==> src/rtl/alu_pipe_if.sv <==
// Valid/ready stream bundle for alu_pipe: operand/op beats in, result/flag beats out.
// The slave modport is the ALU's view, and the master modport is the producer/consumer view.
interface alu_pipe_if #(
    parameter int WIDTH = 16
);
    logic             in_valid;
    logic             in_ready;
    logic [2:0]       op;
    logic [WIDTH-1:0] a;
    logic [WIDTH-1:0] b;
    logic             out_valid;
    logic             out_ready;
    logic [WIDTH-1:0] out;
    logic             carry;
    logic             zero;

    modport master (
        output in_valid, op, a, b, out_ready,
        input  in_ready, out_valid, out, carry, zero
    );

    modport slave (
        input  in_valid, op, a, b, out_ready,
        output in_ready, out_valid, out, carry, zero
    );
endinterface

==> src/rtl/alu_pipe.sv <==
// Two-stage pipelined ALU with carry/borrow and zero flags and optional saturation.
// Stage 1 holds the accepted operands, and stage 2 holds the registered result.
module alu_pipe #(
    parameter int WIDTH = 16,
    parameter bit SAT   = 1'b0
) (
    input logic       clk,
    input logic       rst_n,
    alu_pipe_if.slave bus
);

    typedef enum logic [2:0] {
        OP_ADD    = 3'b000,
        OP_SUB    = 3'b001,
        OP_INC    = 3'b010,
        OP_DEC    = 3'b011,
        OP_PASS_A = 3'b100,
        OP_PASS_B = 3'b101,
        OP_AND    = 3'b110,
        OP_XOR    = 3'b111
    } op_t;

    logic             s1_valid;
    op_t              s1_op;
    logic [WIDTH-1:0] s1_a;
    logic [WIDTH-1:0] s1_b;
    logic             s2_valid;
    logic             s1_adv;
    logic             s2_adv;

    logic [WIDTH:0]   sum;
    logic [WIDTH-1:0] res;
    logic             res_carry;

    // A stage may load whenever it is empty or its current beat is leaving.
    assign s2_adv       = !s2_valid || bus.out_ready;
    assign s1_adv       = !s1_valid || s2_adv;
    assign bus.in_ready = s1_adv;
    assign bus.out_valid = s2_valid;

    always_comb begin
        sum       = '0;
        res       = '0;
        res_carry = 1'b0;
        case (s1_op)
            OP_ADD: begin
                sum       = {1'b0, s1_a} + {1'b0, s1_b};
                res       = sum[WIDTH-1:0];
                res_carry = sum[WIDTH];
            end
            OP_SUB: begin
                sum       = {1'b0, s1_a} - {1'b0, s1_b};
                res       = sum[WIDTH-1:0];
                res_carry = (s1_a < s1_b);
            end
            OP_INC: begin
                sum       = {1'b0, s1_a} + (WIDTH+1)'(1);
                res       = sum[WIDTH-1:0];
                res_carry = sum[WIDTH];
            end
            OP_DEC: begin
                sum       = {1'b0, s1_a} - (WIDTH+1)'(1);
                res       = sum[WIDTH-1:0];
                res_carry = (s1_a == '0);
            end
            OP_PASS_A: res = s1_a;
            OP_PASS_B: res = s1_b;
            OP_AND:    res = s1_a & s1_b;
            default:   res = s1_a ^ s1_b;
        endcase

        // Saturation clamps the result, but the carry flag still reports the overflow.
        if (SAT && res_carry) begin
            if (s1_op == OP_ADD || s1_op == OP_INC) begin
                res = '1;
            end else if (s1_op == OP_SUB || s1_op == OP_DEC) begin
                res = '0;
            end
        end
    end

    always_ff @(posedge clk or negedge rst_n) begin
        if (!rst_n) begin
            s1_valid <= 1'b0;
            s1_op    <= OP_ADD;
            s1_a     <= '0;
            s1_b     <= '0;
        end else if (s1_adv) begin
            s1_valid <= bus.in_valid;
            if (bus.in_valid) begin
                s1_op <= op_t'(bus.op);
                s1_a  <= bus.a;
                s1_b  <= bus.b;
            end
        end
    end

    always_ff @(posedge clk or negedge rst_n) begin
        if (!rst_n) begin
            s2_valid  <= 1'b0;
            bus.out   <= '0;
            bus.carry <= 1'b0;
            bus.zero  <= 1'b0;
        end else if (s2_adv) begin
            s2_valid <= s1_valid;
            if (s1_valid) begin
                bus.out   <= res;
                bus.carry <= res_carry;
                bus.zero  <= (res == '0);
            end
        end
    end

endmodule

==> src/flat_wrapper.sv <==
// flat-port wrapper written by rule: the top's interface ports become plain ports
module alu_pipe_flat 
#(
    parameter int WIDTH = 16,
    parameter bit SAT   = 1'b0
)
  (clk, rst_n, bus_in_valid, bus_op, bus_a, bus_b, bus_out_ready, bus_in_ready, bus_out_valid, bus_out, bus_carry, bus_zero);
  alu_pipe_if #(.WIDTH(WIDTH)) bus_i ();
  input logic clk;
  input logic rst_n;
  input wire logic [$bits(bus_i.in_valid)-1:0] bus_in_valid;
  input wire logic [$bits(bus_i.op)-1:0] bus_op;
  input wire logic [$bits(bus_i.a)-1:0] bus_a;
  input wire logic [$bits(bus_i.b)-1:0] bus_b;
  input wire logic [$bits(bus_i.out_ready)-1:0] bus_out_ready;
  output wire logic [$bits(bus_i.in_ready)-1:0] bus_in_ready;
  output wire logic [$bits(bus_i.out_valid)-1:0] bus_out_valid;
  output wire logic [$bits(bus_i.out)-1:0] bus_out;
  output wire logic [$bits(bus_i.carry)-1:0] bus_carry;
  output wire logic [$bits(bus_i.zero)-1:0] bus_zero;
  assign bus_i.in_valid = bus_in_valid;
  assign bus_i.op = bus_op;
  assign bus_i.a = bus_a;
  assign bus_i.b = bus_b;
  assign bus_i.out_ready = bus_out_ready;
  assign bus_in_ready = bus_i.in_ready;
  assign bus_out_valid = bus_i.out_valid;
  assign bus_out = bus_i.out;
  assign bus_carry = bus_i.carry;
  assign bus_zero = bus_i.zero;
  alu_pipe #(.WIDTH(WIDTH), .SAT(SAT)) u_core (.clk(clk), .rst_n(rst_n), .bus(bus_i));
endmodule
==> config.mk <==
export PLATFORM = sky130hd
export DESIGN_NAME = alu_pipe_flat
export DESIGN_NICKNAME = d
export VERILOG_FILES = /design/src/rtl/alu_pipe_if.sv /design/src/rtl/alu_pipe.sv /design/src/flat_wrapper.sv
export SDC_FILE = /design/constraint.sdc
export NUM_CORES = 1
export LEC_CHECK = 0
export BUFFER_PORTS_ARGS = -buffer_cell sky130_fd_sc_hd__buf_2
export CAP_MARGIN = 20
export CORE_ASPECT_RATIO = 0.7
export CORE_MARGIN = 2
export CORE_UTILIZATION = 55
export DETAILED_ROUTE_END_ITERATION = 16
export PLACE_DENSITY_LB_ADDON = 0.15
export RECOVER_POWER = 100
export SLEW_MARGIN = 25
export SYNTH_ARGS = -nofsm -noshare
export SYNTH_HDL_FRONTEND = slang
export SYNTH_SLANG_ARGS = --single-unit
==> constraint.sdc <==
create_clock -name clk -period 3.5 [get_ports clk]
set_input_delay 0.525 -clock clk [delete_from_list [all_inputs] [get_ports clk]]
set_output_delay 0.525 -clock clk [all_outputs]
set_load 0.03 [all_outputs]
Word level (Yosys, flattened, before mapping)
Cells that the tools add are included.
{"block": "totals", "out_inout_bits": 20, "regBits": 55, "elab_cells": 32, "input_bits": 39}
{"block": "classes", "eq_ne": 6, "bitwise": 2, "n_addsub": 4, "order_cmp": 1, "n_mux": 2, "n_reduce_logical": 9}
{"cell": "$pmux W16 S7", "n": 1}
{"cell": "$logic_not A16 Y1", "n": 2}
{"cell": "$add A16 B1 Y17 const B", "n": 1}
{"cell": "$add A16 B16 Y17", "n": 1}
{"cell": "$and A16 B16 Y16", "n": 1}
{"cell": "$lt A16 B16 Y1", "n": 1}
{"cell": "$sub A16 B1 Y16 const B", "n": 1}
{"cell": "$sub A16 B16 Y16", "n": 1}
{"cell": "$xor A16 B16 Y16", "n": 1}
{"cell": "$eq A3 B3 Y1 const B", "n": 3}
{"cell": "$eq A3 B2 Y1 const B", "n": 2}
{"cell": "$pmux W1 S4", "n": 1}
{"cell": "$reduce_and A2 Y1", "n": 2}
{"cell": "$eq A3 B1 Y1 const B", "n": 1}
{"cell": "$logic_not A3 Y1", "n": 1}
{"cell": "$logic_not A1 Y1", "n": 2}
{"cell": "$logic_or A1 B1 Y1", "n": 2}

Depth between registers and ports, before layout
{"block": "depth", "ltp_word": 4, "mapped_depth": 13, "ltp_nobuf": 12}

Worst setup path after synthesis
Ideal clock, no wire load.
{"block": "synth_timing", "path_kind": "register to register", "from": "reg u_core.s1_a[0]", "to": "reg u_core.bus.zero", "period_less_slack_ns": 2.961, "stages_incl_launch_ff": 14, "path_buffers": 1, "setup_ns": 0.125, "path_slack_ns": 0.539, "required_ns": 3.375, "arrival_time_ns": 2.836, "cell_sequence": "dfrtp_1 clkbuf_1 inv_1 ha_1 fa_1 nor2b_1 o211a_1 o31ai_2 o21ai_1 o41ai_2 a211oi_1 o31a_1 o32ai_1 o21ai_1"}
{"block": "synth_between", "elab_chain_cells": 3, "word_cells_on_any_way": 8, "cone_classes": "add/sub (4); mux (1); bitwise (2); reduce/logical (1)"}
{"item": "from (decl)", "line_no": "alu_pipe.sv:25", "source": "logic [WIDTH-1:0] s1_a;"}
{"item": "from (signal assigned)", "line_no": "alu_pipe.sv:92", "source": "s1_a <= bus.a;"}
{"item": "$sub A16 B1 Y16, or another cell as far along", "line_no": "alu_pipe.sv:62", "source": "sum = {1'b0, s1_a} - (WIDTH+1)'(1);"}
{"item": "$pmux W16 S7 (*)", "line_no": "alu_pipe.sv:45", "source": "case (s1_op)"}
{"item": "$logic_not A16 Y1 (*)", "line_no": "alu_pipe.sv:109", "source": "bus.zero <= (res == '0);"}
{"item": "to (signal assigned)", "line_no": "alu_pipe.sv:109"}
{"item": "to (decl)", "line_no": "alu_pipe_if.sv:24", "source": "output in_ready, out_valid, out, carry, zero"}
Mark *: on every way between the ends. The rest lies on a longest branch, timed or not.
A chain may end at the register's enable or synchronous reset.

Final worst setup path
{"block": "layout_timing", "from": "reg u_core.s1_op[0]", "to": "reg u_core.bus.zero"}
{"block": "layout_between", "elab_chain_cells": 3, "word_cells_on_any_way": 9, "cone_classes": "eq/ne (6); mux (1); reduce/logical (2)"}
{"item": "from (decl)", "line_no": "alu_pipe.sv:24", "source": "op_t s1_op;"}
{"item": "from (signal assigned)", "line_no": "alu_pipe.sv:91", "source": "s1_op <= op_t'(bus.op);"}
{"item": "$eq A3 B3 Y1, or another cell as far along", "line_no": "alu_pipe.sv:45"}
{"item": "$pmux W16 S7 (*)", "line_no": "alu_pipe.sv:45"}
{"item": "$logic_not A16 Y1 (*)", "line_no": "alu_pipe.sv:109"}
Marked as above.

==> results.cfg <==
[placed_design]
dpl_cell_area_sq_um = 6010
hpwlAfterDp_mm = 14.0
port_buffers = 58
place_congestion = 0.971

[critical_path]
setup.worst_path.class = flip-flop to flip-flop
start_kind = flip-flop
critPathArrivalTime_ns = 3.59
r2r-start = u_core.s1_op[0]$_DFFE_PN0P_
rrSetupSlack_ns = 0.08
end_kind = flip-flop
critPathRequiredTime_ns = 3.67
rr_endpoint = u_core.bus.zero$_DFFE_PN0P_
r2r_cells = 9
cp_max_fo = 21

[drt]
drt_iter0_drc = 562
vias_per_cell = 6.66
drtAntennaViolNets = 0
drc_errors = 0
vias = 5495
routed_wl_mm = 17.8
routedWlPerCell_microns = 21.6
first_pass_iters = 5

[global_routing]
grt_overflow = 0
antenna_found_initial = 0
grt_usage_pct = 33.4
grt_max_degree = 34
grt_pass1_vias = 4909
grt_pass1_wl_mm = 27.5

[sta]
worst_slew_pin_slew_ns = 1.88
finClkSkew_ns = 0.00926
finalSetupViolCount = 0
min_period_over_period_pct = 97.6
hold_violations = 0
fin_hold_ws_ns = 0.429
slew_headroom_pct = -25.1
report.final.slew_viol_count = 66
period_minus_slack_ns = 3.42
max_freq_ghz = 0.293

[power_and_ir_drop]
leakage_nw = 2.60
powerDensity_nw_per_um2 = 561
ir_worst_vdd_mv = 0.261

[die]
die_h_microns = 88.0
dieArea_sq_um = 10900
die_w_microns = 124
core.rowCount = 30
start_util_pct = 56.8
core_sq_um = 9760
io_pins = 59

[yosys]
yosys.area_share.xor_xnor_pct = 2.69
syn_inst = 639
synthMuxAreaShare_pct = 12.7
ys_warn_count = 0
synth-simple-area-share_pct = 19.8
ys_types = 87
yosys_most_used_dff = dfrtp_1
synth_seq_cells = 55
async_flop_share_pct = 100
synth_edf_count = 0
synth_adder_area_share_pct = 8.85
ys_seq_area_share_pct = 24.8
syn_area_per_cell_sq_um = 8.67
synthesis.nets = 716
synth_compound_area_share_pct = 23.7
synth_top_family_by_area = compound AO/OA/AOI/OAI gates
synthTopCellsByArea = dfrtp_1 25%, mux2_2 8.3%, ha_1 8.1%, nand2_1 3.3%, nor2_1 3.2%
netlist_area_sq_um = 5540
synth_top_area_cell = dfrtp_1
synth_top_area_share_pct = 24.8

[worst_hold_path]
whs_path_depth = 2
hold_path_end = u_core.s1_valid$_DFFE_PN0N_
min_from = bus_in_valid
hold_path_class = input pin to flip-flop

[clocking]
clock_path_buffers = 2
cts_hold_buf = 0
cts_root_buf = clkbuf_16
insertion_delay_ns = 0.30
cts_tree = done
h-tree-depth = 2
clkSlewWorstSetupHoldPaths_ns = 0.07
cts_buffers = 5
cts_sinks = 55

[finish]
fillers = 880
drive_gt1_share_pct = 20.9
area_growth_pct = 11.3
antenna_cells = 0
stdcell_area_sq_um = 6170
layout_commonest_cell = dfrtp_1
mostFrequentLayoutCells = 55 x dfrtp_1, 48 x nand2_1, 47 x nor2_1, 40 x mux2_2, 37 x buf_2
fin_nets = 775

[status]
status = finished with violations
violations = max-capacitance violations, max-slew violations

[job]
max_cap_viol_count = 2
-- how the worst max path moves through the flow --
stage	end	cells past startpoint	start
after floorplan	u_core.bus.zero$_DFFE_PN0P_	13	u_core.s1_a[0]$_DFFE_PN0P_
after global placement	u_core.bus.zero$_DFFE_PN0P_	13	u_core.s1_b[0]$_DFFE_PN0P_
after detailed placement	u_core.bus.zero$_DFFE_PN0P_	13	u_core.s1_b[0]$_DFFE_PN0P_
after CTS	u_core.bus.zero$_DFFE_PN0P_	13	u_core.s1_b[0]$_DFFE_PN0P_
after global routing	u_core.bus.zero$_DFFE_PN0P_	14	u_core.s1_b[0]$_DFFE_PN0P_
final	u_core.bus.zero$_DFFE_PN0P_	9	u_core.s1_op[0]$_DFFE_PN0P_
-- metal layers --
metal	global-route usage, %	up-vias	part of all wire [%]
li1	-	2513	-
met1	51.7	2595	47
met2	45.8	365	40
met5	0	-	0
met4	5.82	0	0.99
met3	9.77	22	13
-- repair_timing --
action | CTS | global route
hold endpoints to repair | 0 | 0
buffers inserted | 0 | 2
resized for setup | 0 | 8
endpoints found under the setup margin | 0 | 3
-- state kept, by name (all words and copies together) (netlist names) --
| name | flops |
|---|---|
| u_core.bus.out_valid | 1 |
| u_core.bus.zero | 1 |
| u_core.bus.carry | 1 |
| u_core.s1_op | 3 |
| u_core.bus.out | 16 |
| u_core.s1_valid | 1 |
| u_core.s1_a | 16 |
| u_core.s1_b | 16 |
-- critical path, stage by stage, from the launching register on --
cell and delay, ns:
dfrtp_1 0.68, nand2b_1 0.19, clkbuf_1 0.59, o221ai_1 0.42, nor2b_1 0.26, a21oi_1 0.43
nor2_1 0.10, o31a_1 0.31, o2111ai_1 0.21, o21ai_1 0.09
-- where the power goes --
group / total (mW) / switching (mW) / internal, mW
clock: 0.482 / 0.224 / 0.258
sequential: 0.933 / 0.163 / 0.770
combinational: 2.05 / 1.27 / 0.775
total: 3.46 / 1.66 / 1.80
-- layout make-up --
cell class	instances	area [sq um]	share of cell area (%)
Inverter	38	143	2.31
Multi-Input combinational cell	502	3800	61.7
Clock inverter	1	7.51	0.122
Clock buffer	5	125	2.03
Timing Repair Buffer	96	551	8.93
Tap cell	128	160	2.60
Sequential cell	55	1380	22.3
-- metrics by stage --
stage                     power (mW)  setup slack [ns]  setup TNS (ns)  util, %  instances
after CTS                       3.39            0.0779               0     62.9        823
after detailed placement        2.90             0.110               0     61.6        817
after floorplan                 2.32             0.539               0        -        639
after global placement          2.87             0.185               0     61.6        817
after global routing            3.67           -0.0358         -0.0427     63.2        825
final                           3.46            0.0833               0     63.2        825
-- logic make-up after synthesis --
logic type | count (synthesis)
multiplexers | 58
adder cells (fa/ha/maj) | 38
flip-flops | 55
XOR/XNOR | 17
buffers and inverters | 82
AO/OA/AOI/OAI | 178
AND/OR/NAND/NOR | 211
-- Yosys cell counts, types with 4 or more instances --
library cell and count:
a211oi_1 8, a21o_1 6, a21oi_1 26, a221oi_1 5, a31oi_1 5, and3_1 8, buf_2 7, buf_6 6
clkbuf_1 25, clkbuf_8 4, dfrtp_1 55, ha_1 36, inv_1 37, mux2_2 41, mux2i_1 9, nand2_1 48
nand2b_1 7, nand3_1 13, nand3b_1 4, nand4_1 7, nor2_1 47, nor2b_1 10, nor3_1 25, nor4_1 7
o211ai_1 7, o21a_1 7, o21ai_0 22, o21ai_1 12, o221ai_1 17, o22ai_1 8, o31a_1 4, o31ai_1 7
or3_1 8, or4_1 4, xnor2_1 10, xor2_1 7
(Power assumes the default switching activity.)
